<file path="config.mk">
export PLATFORM = sky130hd
export DESIGN_NAME = instruction_fetch_unit_flat
export DESIGN_NICKNAME = d
export VERILOG_FILES = /design/src/rtl/instruction_fetch_unit_pkg.sv /design/src/rtl/instruction_fetch_unit_if.sv /design/src/rtl/instruction_fetch_unit_pc_counter.sv /design/src/rtl/instruction_fetch_unit.sv /design/src/flat_wrapper.sv
export SDC_FILE = /design/constraint.sdc
export NUM_CORES = 1
export LEC_CHECK = 0
export CAP_MARGIN = 0
export CELL_PAD_IN_SITES_DETAIL_PLACEMENT = 1
export CELL_PAD_IN_SITES_GLOBAL_PLACEMENT = 1
export CORE_MARGIN = 8
export CORE_UTILIZATION = 30
export CTS_CLUSTER_DIAMETER = 40
export CTS_CLUSTER_SIZE = 28
export DETAILED_ROUTE_END_ITERATION = 7
export GPL_TIMING_DRIVEN = 0
export PLACE_DENSITY = 0.77
export SLEW_MARGIN = 20
export SYNTH_ARGS = -nofsm -noshare
export SYNTH_HDL_FRONTEND = slang
export SYNTH_HIERARCHICAL = 1
export SYNTH_SLANG_ARGS = --single-unit
</file>
<file path="constraint.sdc">
create_clock -name clk -period 3.5 [get_ports clk]
set_input_delay 1.05 -clock clk [delete_from_list [all_inputs] [get_ports clk]]
set_output_delay 1.05 -clock clk [all_outputs]
set_load 0.01 [all_outputs]
</file>
<file path="src/rtl/instruction_fetch_unit_pkg.sv">
// Shared definitions for the opcode-fetch sequencer: state encodings, bus status codes,
// the reset opcode and the state transition function.
package instruction_fetch_unit_pkg;

   typedef enum logic [2:0] {
      S_RST,
      S_T1,
      S_T2,
      S_TW,
      S_T3,
      S_SOD,
      S_WAIT_EOD,
      S_HALT
   } fetch_state_t;

   localparam logic [1:0] ST_FETCH   = 2'b11;
   localparam logic [1:0] ST_IDLE    = 2'b00;
   localparam logic [7:0] NOP_OPCODE = 8'h00;

   function automatic fetch_state_t next_state(
      input fetch_state_t s,
      input logic         ready,
      input logic         eod,
      input logic         halt_req,
      input logic         resume
   );
      fetch_state_t n;
      n = s;
      case (s)
         S_RST:      n = S_T1;
         S_T1:       n = S_T2;
         S_T2:       n = ready ? S_T3 : S_TW;
         S_TW:       n = ready ? S_T3 : S_TW;
         S_T3:       n = S_SOD;
         S_SOD:      n = S_WAIT_EOD;
         S_WAIT_EOD: n = eod ? (halt_req ? S_HALT : S_T1) : S_WAIT_EOD;
         S_HALT:     n = resume ? S_T1 : S_HALT;
         default:    n = S_RST;
      endcase
      return n;
   endfunction

endpackage

</file>
<file path="src/rtl/instruction_fetch_unit_if.sv">
// External bus plus decoder handshake of the fetch unit; master is the fetch unit,
// slave is the memory/decoder side.
interface instruction_fetch_unit_if #(
   parameter int ADDR_W = 16,
   parameter int DATA_W = 8
);
   logic              ready;
   logic [DATA_W-1:0] data_in;
   logic [ADDR_W-1:0] addr_out;
   logic              ale;
   logic              rd_n;
   logic              iom;
   logic              s1;
   logic              s0;
   logic [DATA_W-1:0] ir;
   logic              sod;
   logic              eod;
   logic              pc_inc;
   logic              pc_load;
   logic [ADDR_W-1:0] pc_load_val;
   logic              halt_req;
   logic              resume;
   logic [ADDR_W-1:0] pc_out;

   modport master (
      input  ready, data_in, eod, pc_inc, pc_load, pc_load_val, halt_req, resume,
      output addr_out, ale, rd_n, iom, s1, s0, ir, sod, pc_out
   );

   modport slave (
      output ready, data_in, eod, pc_inc, pc_load, pc_load_val, halt_req, resume,
      input  addr_out, ale, rd_n, iom, s1, s0, ir, sod, pc_out
   );
endinterface

</file>
<file path="src/rtl/instruction_fetch_unit_pc_counter.sv">
// Program counter: load has priority over increment, increment wraps at 2^ADDR_W.
// pc_nxt is exposed so the caller can register the address it is about to drive.
module instruction_fetch_unit_pc_counter #(
   parameter int                ADDR_W       = 16,
   parameter logic [ADDR_W-1:0] RESET_VECTOR = '0
) (
   input  logic              clk,
   input  logic              rst_n,
   input  logic              load,
   input  logic              inc,
   input  logic [ADDR_W-1:0] load_val,
   output logic [ADDR_W-1:0] pc,
   output logic [ADDR_W-1:0] pc_nxt
);

   assign pc_nxt = load ? load_val : (inc ? pc + ADDR_W'(1) : pc);

   always_ff @(posedge clk or negedge rst_n) begin
      if (!rst_n) begin
         pc <= RESET_VECTOR;
      end else begin
         pc <= pc_nxt;
      end
   end

endmodule

</file>
<file path="src/rtl/instruction_fetch_unit.sv">
// Opcode-fetch sequencer: T1/T2/Tw/T3 bus cycle loads IR, then hands off to the decoder
// with a one-cycle sod and waits for eod. All bus outputs are registered from the next state.
module instruction_fetch_unit
   import instruction_fetch_unit_pkg::*;
#(
   parameter int                ADDR_W       = 16,
   parameter int                DATA_W       = 8,
   parameter logic [ADDR_W-1:0] RESET_VECTOR = 16'h0000
) (
   input  logic                     clk,
   input  logic                     rst_n,
   instruction_fetch_unit_if.master bus
);

   fetch_state_t      state;
   fetch_state_t      state_nxt;
   logic [ADDR_W-1:0] pc;
   logic [ADDR_W-1:0] pc_nxt;
   logic [ADDR_W-1:0] addr;
   logic [DATA_W-1:0] ir;
   logic [1:0]        status;
   logic              ale;
   logic              rd_n;
   logic              sod;
   logic              in_wait;
   logic              pc_ld;
   logic              pc_in;

   // Decoder PC requests only count while it owns the cycle (WAIT_EOD).
   assign in_wait   = (state == S_WAIT_EOD);
   assign pc_ld     = in_wait && bus.pc_load;
   assign pc_in     = (state == S_T3) || (in_wait && bus.pc_inc);
   assign state_nxt = next_state(state, bus.ready, bus.eod, bus.halt_req, bus.resume);

   instruction_fetch_unit_pc_counter #(
      .ADDR_W       (ADDR_W),
      .RESET_VECTOR (RESET_VECTOR)
   ) u_pc (
      .clk      (clk),
      .rst_n    (rst_n),
      .load     (pc_ld),
      .inc      (pc_in),
      .load_val (bus.pc_load_val),
      .pc       (pc),
      .pc_nxt   (pc_nxt)
   );

   always_ff @(posedge clk or negedge rst_n) begin
      if (!rst_n) begin
         state  <= S_RST;
         addr   <= RESET_VECTOR;
         ir     <= DATA_W'(NOP_OPCODE);
         status <= ST_IDLE;
         ale    <= 1'b0;
         rd_n   <= 1'b1;
         sod    <= 1'b0;
      end else begin
         state  <= state_nxt;
         ale    <= (state_nxt == S_T1);
         rd_n   <= !(state_nxt inside {S_T2, S_TW, S_T3});
         status <= (state_nxt inside {S_T1, S_T2, S_TW, S_T3}) ? ST_FETCH : ST_IDLE;
         sod    <= (state_nxt == S_SOD);
         // Address picks up any same-cycle jump so T1 drives the target directly.
         if (state_nxt == S_T1) begin
            addr <= pc_nxt;
         end
         if (state == S_T3) begin
            ir <= bus.data_in;
         end
      end
   end

   assign bus.addr_out = addr;
   assign bus.ale      = ale;
   assign bus.rd_n     = rd_n;
   assign bus.iom      = 1'b0;
   assign bus.s1       = status[1];
   assign bus.s0       = status[0];
   assign bus.ir       = ir;
   assign bus.sod      = sod;
   assign bus.pc_out   = pc;

endmodule

</file>
<file path="src/flat_wrapper.sv">
// flat-port wrapper written by rule: the top's interface ports become plain ports
module instruction_fetch_unit_flat import instruction_fetch_unit_pkg::*;
#(
   parameter int                ADDR_W       = 16,
   parameter int                DATA_W       = 8,
   parameter logic [ADDR_W-1:0] RESET_VECTOR = 16'h0000
)
  (clk, rst_n, bus_ready, bus_data_in, bus_eod, bus_pc_inc, bus_pc_load, bus_pc_load_val, bus_halt_req, bus_resume, bus_addr_out, bus_ale, bus_rd_n, bus_iom, bus_s1, bus_s0, bus_ir, bus_sod, bus_pc_out);
  instruction_fetch_unit_if #(.ADDR_W(ADDR_W), .DATA_W(DATA_W)) bus_i ();
  input  logic clk;
  input  logic rst_n;
  input wire logic [$bits(bus_i.ready)-1:0] bus_ready;
  input wire logic [$bits(bus_i.data_in)-1:0] bus_data_in;
  input wire logic [$bits(bus_i.eod)-1:0] bus_eod;
  input wire logic [$bits(bus_i.pc_inc)-1:0] bus_pc_inc;
  input wire logic [$bits(bus_i.pc_load)-1:0] bus_pc_load;
  input wire logic [$bits(bus_i.pc_load_val)-1:0] bus_pc_load_val;
  input wire logic [$bits(bus_i.halt_req)-1:0] bus_halt_req;
  input wire logic [$bits(bus_i.resume)-1:0] bus_resume;
  output wire logic [$bits(bus_i.addr_out)-1:0] bus_addr_out;
  output wire logic [$bits(bus_i.ale)-1:0] bus_ale;
  output wire logic [$bits(bus_i.rd_n)-1:0] bus_rd_n;
  output wire logic [$bits(bus_i.iom)-1:0] bus_iom;
  output wire logic [$bits(bus_i.s1)-1:0] bus_s1;
  output wire logic [$bits(bus_i.s0)-1:0] bus_s0;
  output wire logic [$bits(bus_i.ir)-1:0] bus_ir;
  output wire logic [$bits(bus_i.sod)-1:0] bus_sod;
  output wire logic [$bits(bus_i.pc_out)-1:0] bus_pc_out;
  assign bus_i.ready = bus_ready;
  assign bus_i.data_in = bus_data_in;
  assign bus_i.eod = bus_eod;
  assign bus_i.pc_inc = bus_pc_inc;
  assign bus_i.pc_load = bus_pc_load;
  assign bus_i.pc_load_val = bus_pc_load_val;
  assign bus_i.halt_req = bus_halt_req;
  assign bus_i.resume = bus_resume;
  assign bus_addr_out = bus_i.addr_out;
  assign bus_ale = bus_i.ale;
  assign bus_rd_n = bus_i.rd_n;
  assign bus_iom = bus_i.iom;
  assign bus_s1 = bus_i.s1;
  assign bus_s0 = bus_i.s0;
  assign bus_ir = bus_i.ir;
  assign bus_sod = bus_i.sod;
  assign bus_pc_out = bus_i.pc_out;
  instruction_fetch_unit #(.ADDR_W(ADDR_W), .DATA_W(DATA_W), .RESET_VECTOR(RESET_VECTOR)) u_core (.clk(clk), .rst_n(rst_n), .bus(bus_i));
endmodule
</file>
; Word-level counts from Yosys, hierarchy flattened
; Cells that the tools add are included.
[op_classes]
n_addsub = 1
eq_ne = 12
mux = 8
reduce_logical = 8
[op_table]
columns = operator, n
row1 = $mux W16, 2
row2 = $pmux W3 S7, 1
row3 = $eq A3 B3 Y1 const B, 6
row4 = $add A16 B1 Y16 const B, 1
row5 = $eq A3 B2 Y1 const B, 4
row6 = $mux W3, 4
row7 = $eq A3 B1 Y1 const B, 2
row8 = $reduce_bool A4 Y1, 1
row9 = $logic_not A3 Y1, 1
row10 = $reduce_bool A3 Y1, 1
row11 = $logic_and A1 B1 Y1, 2
row12 = $mux W2, 1
row13 = $reduce_or A2 Y1, 1
row14 = $logic_not A1 Y1, 1
row15 = $logic_or A1 B1 Y1, 1
[word_totals]
reg_bits = 48
output_inout_bits = 46

; Logic depth before layout (Yosys ltp)
[logic_depth]
depth_word = 6
depth_mapped = 9
depth_no_buf = 7

; Hierarchy
; The synthesis kept the hierarchy.
[modules_own_cells]
columns = mod, n_inst, cells_per_inst, area_per_inst_um2
row1 = instruction_fetch_unit, 1, 84, 1261.2
row2 = instruction_fetch_unit_pc_counter, 1, 98, 929.6

; Worst setup path before layout
; Ideal clock, no wire load.
[synth_timing]
path_kind = input to register
startpoint = input port bus_pc_inc
endpoint = register u_core.addr[12], in the netlist u_core/bus.addr_out[12]
setup_ns = 0.125
arrival_ns = 2.462
path_slack_ns = 0.912
path_stages = 9
path_cell_list = inv_1 > a21oi_1 > buf_4 > nand4_1 > buf_2 > nor4_2 > xor2_1 > mux2_2 > mux2_4
[synth_between]
elab_chain_cells = 4
[synth_lines]
columns = element, line_no
row1 = from (decl), flat_wrapper.sv:15  ; input wire logic [$bits(bus_i.pc_inc)-1:0] bus_pc_inc;
row2 = $logic_and A1 B1 Y1, instruction_fetch_unit.sv:32  ; assign pc_in = (state == S_T3) || (in_wait && bus.pc_inc);
row3 = $logic_or A1 B1 Y1, instruction_fetch_unit.sv:32
row4 = named net u_core.pc_in, instruction_fetch_unit.sv:27  ; logic pc_in;
row5 = $mux W16 (2 in series), instruction_fetch_unit_pc_counter.sv:16  ; assign pc_nxt = load ? load_val : (inc ? pc + ADDR_W'(1) : pc);
row6 = named net u_core.pc_nxt[12], instruction_fetch_unit.sv:18  ; logic [ADDR_W-1:0] pc_nxt;
row7 = to (signal assigned), instruction_fetch_unit.sv:65  ; addr <= pc_nxt;
row8 = to (decl), instruction_fetch_unit.sv:19  ; logic [ADDR_W-1:0] addr;
; The timed path passes the listed nets, and every way through them passes these cells.
; A chain may end at the register's enable or synchronous reset.

; Worst setup path in the final report
[layout_timing]
startpoint = input port bus_pc_inc
endpoint = register u_core.addr[13], in the netlist u_core/bus.addr_out[13]
; The elaborated chain is that of the path after synthesis.

==> impl_metrics.tcl <==
set metrics [dict create \
    critical_path_class "input port to flip-flop" \
    cts_sinks 47 \
    rsz0062_at_grt "no" \
    filler_cell_count 779 \
    skew_ns 0.00570 \
    setup_violations 0 \
    finalCritPeriodShare_pct 84.1 \
    synth_compound_gate_area_share_pct 6.40 \
    async_flop_share_pct 100 \
    start_util_pct 30.5 \
    power_density_mw_per_mm2 869 \
    ys_types 35 \
    r2r-start "u_core/state[0]$_DFF_PN0_" \
    cts_tree "yes" \
    tightest_slew_ns 0.564 \
    dp_hpwl_um 4680 \
    drc_errors 0 \
    totalWireLength_um 5990 \
    power.leakage_nw 1.25 \
    slew_headroom_pct 62.4 \
    htreeDepth 2 \
    antenna_found_initial 0 \
    die_y_um 101 \
    synth_warnings 6 \
    clk_pin_slew_ns 0.09 \
    dieArea_sq_mm 0.0103 \
    syn_area_per_cell_sq_um 12.0 \
    endpoint_kind "flip-flop" \
    ir_drop_mv 0.302 \
    syn_to_final_growth_pct 44.9 \
    synth_cells 182 \
    drv_slew 0 \
    synth_top_area_share_pct 52.5 \
    root_buffer "clkbuf_8" \
    cts_hold_buf 0 \
    cp-start-kind "input port" \
    synth-xor-area-share_pct 5.60 \
    path_cells "clkdlybuf4s50_1 > inv_1 > a21oi_1 > buf_4 > nand4_1 > buf_2 > nor4_2 > xor2_1 > mux2_2 > mux2_4" \
    ys_ff_latch 47 \
    grt_pass1_vias 1897 \
    p_total_mw 2.76 \
    crit_path_max_incr_delay_ns 0.46 \
    synth_top_family_by_area "multiplexers" \
    synth.area.top_cells "dfrtp_1, mux2_2, mux2_4" \
    synth_edf_count 0 \
    diodes 0 \
    cp-startpoint "bus_pc_inc" \
    setup_tns_ns 0 \
    grt_pass1_wl_um 9680 \
    ys.flop_type "dfrtp_1" \
    routabilityCongestion 0.720 \
    cts.path.max_buffers 2 \
    synth-simple-area-share_pct 13.9 \
    vias 1670 \
    cts_resized 0 \
    maxCapViolations 0 \
    insertion_delay_ns 0.30 \
    vias_per_cell 4.56 \
    core_sq_mm 0.00718 \
    numCtsBuffers 5 \
    fmax_mhz 340 \
    cp_max_fo 10 \
    grt_max_degree 25 \
    io_pins 78 \
    slowest_stage "clkdlybuf4s50_1" \
    grt_usage_pct 12.2 \
    drive_above_1_share_pct 19.5 \
    layout.area.seq_sq_mm 0.00118 \
    synthTopCellsByCount "dfrtp_1, nand2_1, mux2_2" \
    postRouteAntennaNets 0 \
    gr-total-overflow 0 \
    hp-class "flip-flop to flip-flop" \
    nets 299 \
    period_needed_ns 2.94 \
    synth_fa_ha_area_share_pct 0.571 \
    synthMuxAreaShare_pct 15.8 \
    num_rows 31 \
    syn_nets 215 \
    cp_num_buf_inv 4 \
    hp-start "u_core/bus.addr_out[7]$_DFFE_PN0P_" \
    fp.dieW_um 101 \
    drt-pass1-iter-count 4 \
    synth_most_common_cell "dfrtp_1" \
    status "complete, no violations" \
    crit_family "buffers and inverters" \
    final_hold_viol_count 0 \
    synth.yosys.seq_area_share_pct 53.7 \
    arrival_ns 3.14 \
    synth_top_cell_by_area "dfrtp_1" \
    syn_area_sq_mm 0.00219 \
    multi_input_area_sq_um 931 \
    cp.required_ns 3.69 \
    cts_setup_buffers 0 \
    wl_per_cell_um 16.4 \
    drtIter0Drc 42 \
    final_core_util_pct 44.3 \
    numPortBuffers 76 \
]
==> power breakdown <==
part / leakage (nW) / switching (mW) / internal [mW]
sequential: 0.570 / 0.220 / 0.800
clock: 0.0412 / 0.183 / 0.140
combinational: 0.637 / 0.594 / 0.824
==> worst paths after layout <==
| check | end | cells after the start | slack, ns |
|---|---|---|---|
| worst max-delay path | u_core/bus.addr_out[13]$_DFFE_PN0P_ | 10 | 0.56 |
| worst min-delay path | u_core/bus.addr_out[7]$_DFFE_PN0P_ | 1 | 0.51 |
| worst max register to register | u_core/bus.addr_out[13]$_DFFE_PN0P_ | 9 | 1.12 |
| worst min register to register | u_core/bus.addr_out[7]$_DFFE_PN0P_ | 1 | 0.51 |
| max in group asynchronous | u_core/bus.rd_n$_DFF_PN1_ | 2 | 2.17 |
| min in group asynchronous | u_core/u_pc/pc[4]$_DFF_PN0_ | 1 | 0.74 |
==> per-layer routing <==
metal,up-vias,GRT usage (%),wire [um]
met5,-,0,0
li1,791,-,-
met4,0,3.78,70
met2,52,20.1,2920
met1,821,13.8,2420
met3,6,5.57,578
==> stage by stage <==
stage,hold slack [ns],area (sq um),setup slack [ns],std cells
final,0.514,3180,0.556,366
after global routing,0.535,3180,0.422,366
after CTS,0.521,3180,0.569,366
after detailed placement,0.496,3090,0.236,358
after global placement,0.489,3080,0.00647,357
after floorplan,0.473,2190,0.912,182
==> state kept, by name, summed over array words and instances (netlist names) <==
name                 count
u_core/bus.addr_out     16
u_core/u_pc/pc          16
u_core/bus.ir            8
u_core/state             3
u_core/bus.ale           1
u_core/bus.rd_n          1
u_core/bus.sod           1
u_core/status            1
==> cell type report <==
type | count | share of cell area [%]
sequential | 47 | 37.1
inverter | 5 | 0.591
tap | 99 | 3.90
clock buffer | 6 | 2.29
clock inverter | 2 | 0.394
multi-input combinational | 121 | 29.3
buffer | 9 | 2.01
timing repair buffer | 77 | 24.4
==> cells in the final DEF (no fill, tap or decap), types with 5 or more instances in the layout <==
cell	netlist	final
clkdlybuf4s50_1	0	75
dfrtp_1	46	46
nand2_1	23	23
mux2_2	17	17
o21ai_0	10	10
mux2_4	9	9
xnor2_1	8	8
xor2_1	6	6
clkbuf_8	0	5
nor2_1	5	5
a21oi_1	5	5
inv_1	5	5
nand4_1	5	5
nor4_2	5	5
o21ai_1	5	5
==> cells by family after synthesis <==
| logic type | after synthesis |
|---|---|
| AOI/OAI and AO/OA | 24 |
| buffers and inverters | 14 |
| muxes | 28 |
| other | 1 |
| xor gates and xnor gates | 14 |
| DFF | 47 |
| adders and majority gates | 1 |
| and+or+nand+nor | 53 |
Note: power is estimated with default switching activity, not from simulation.
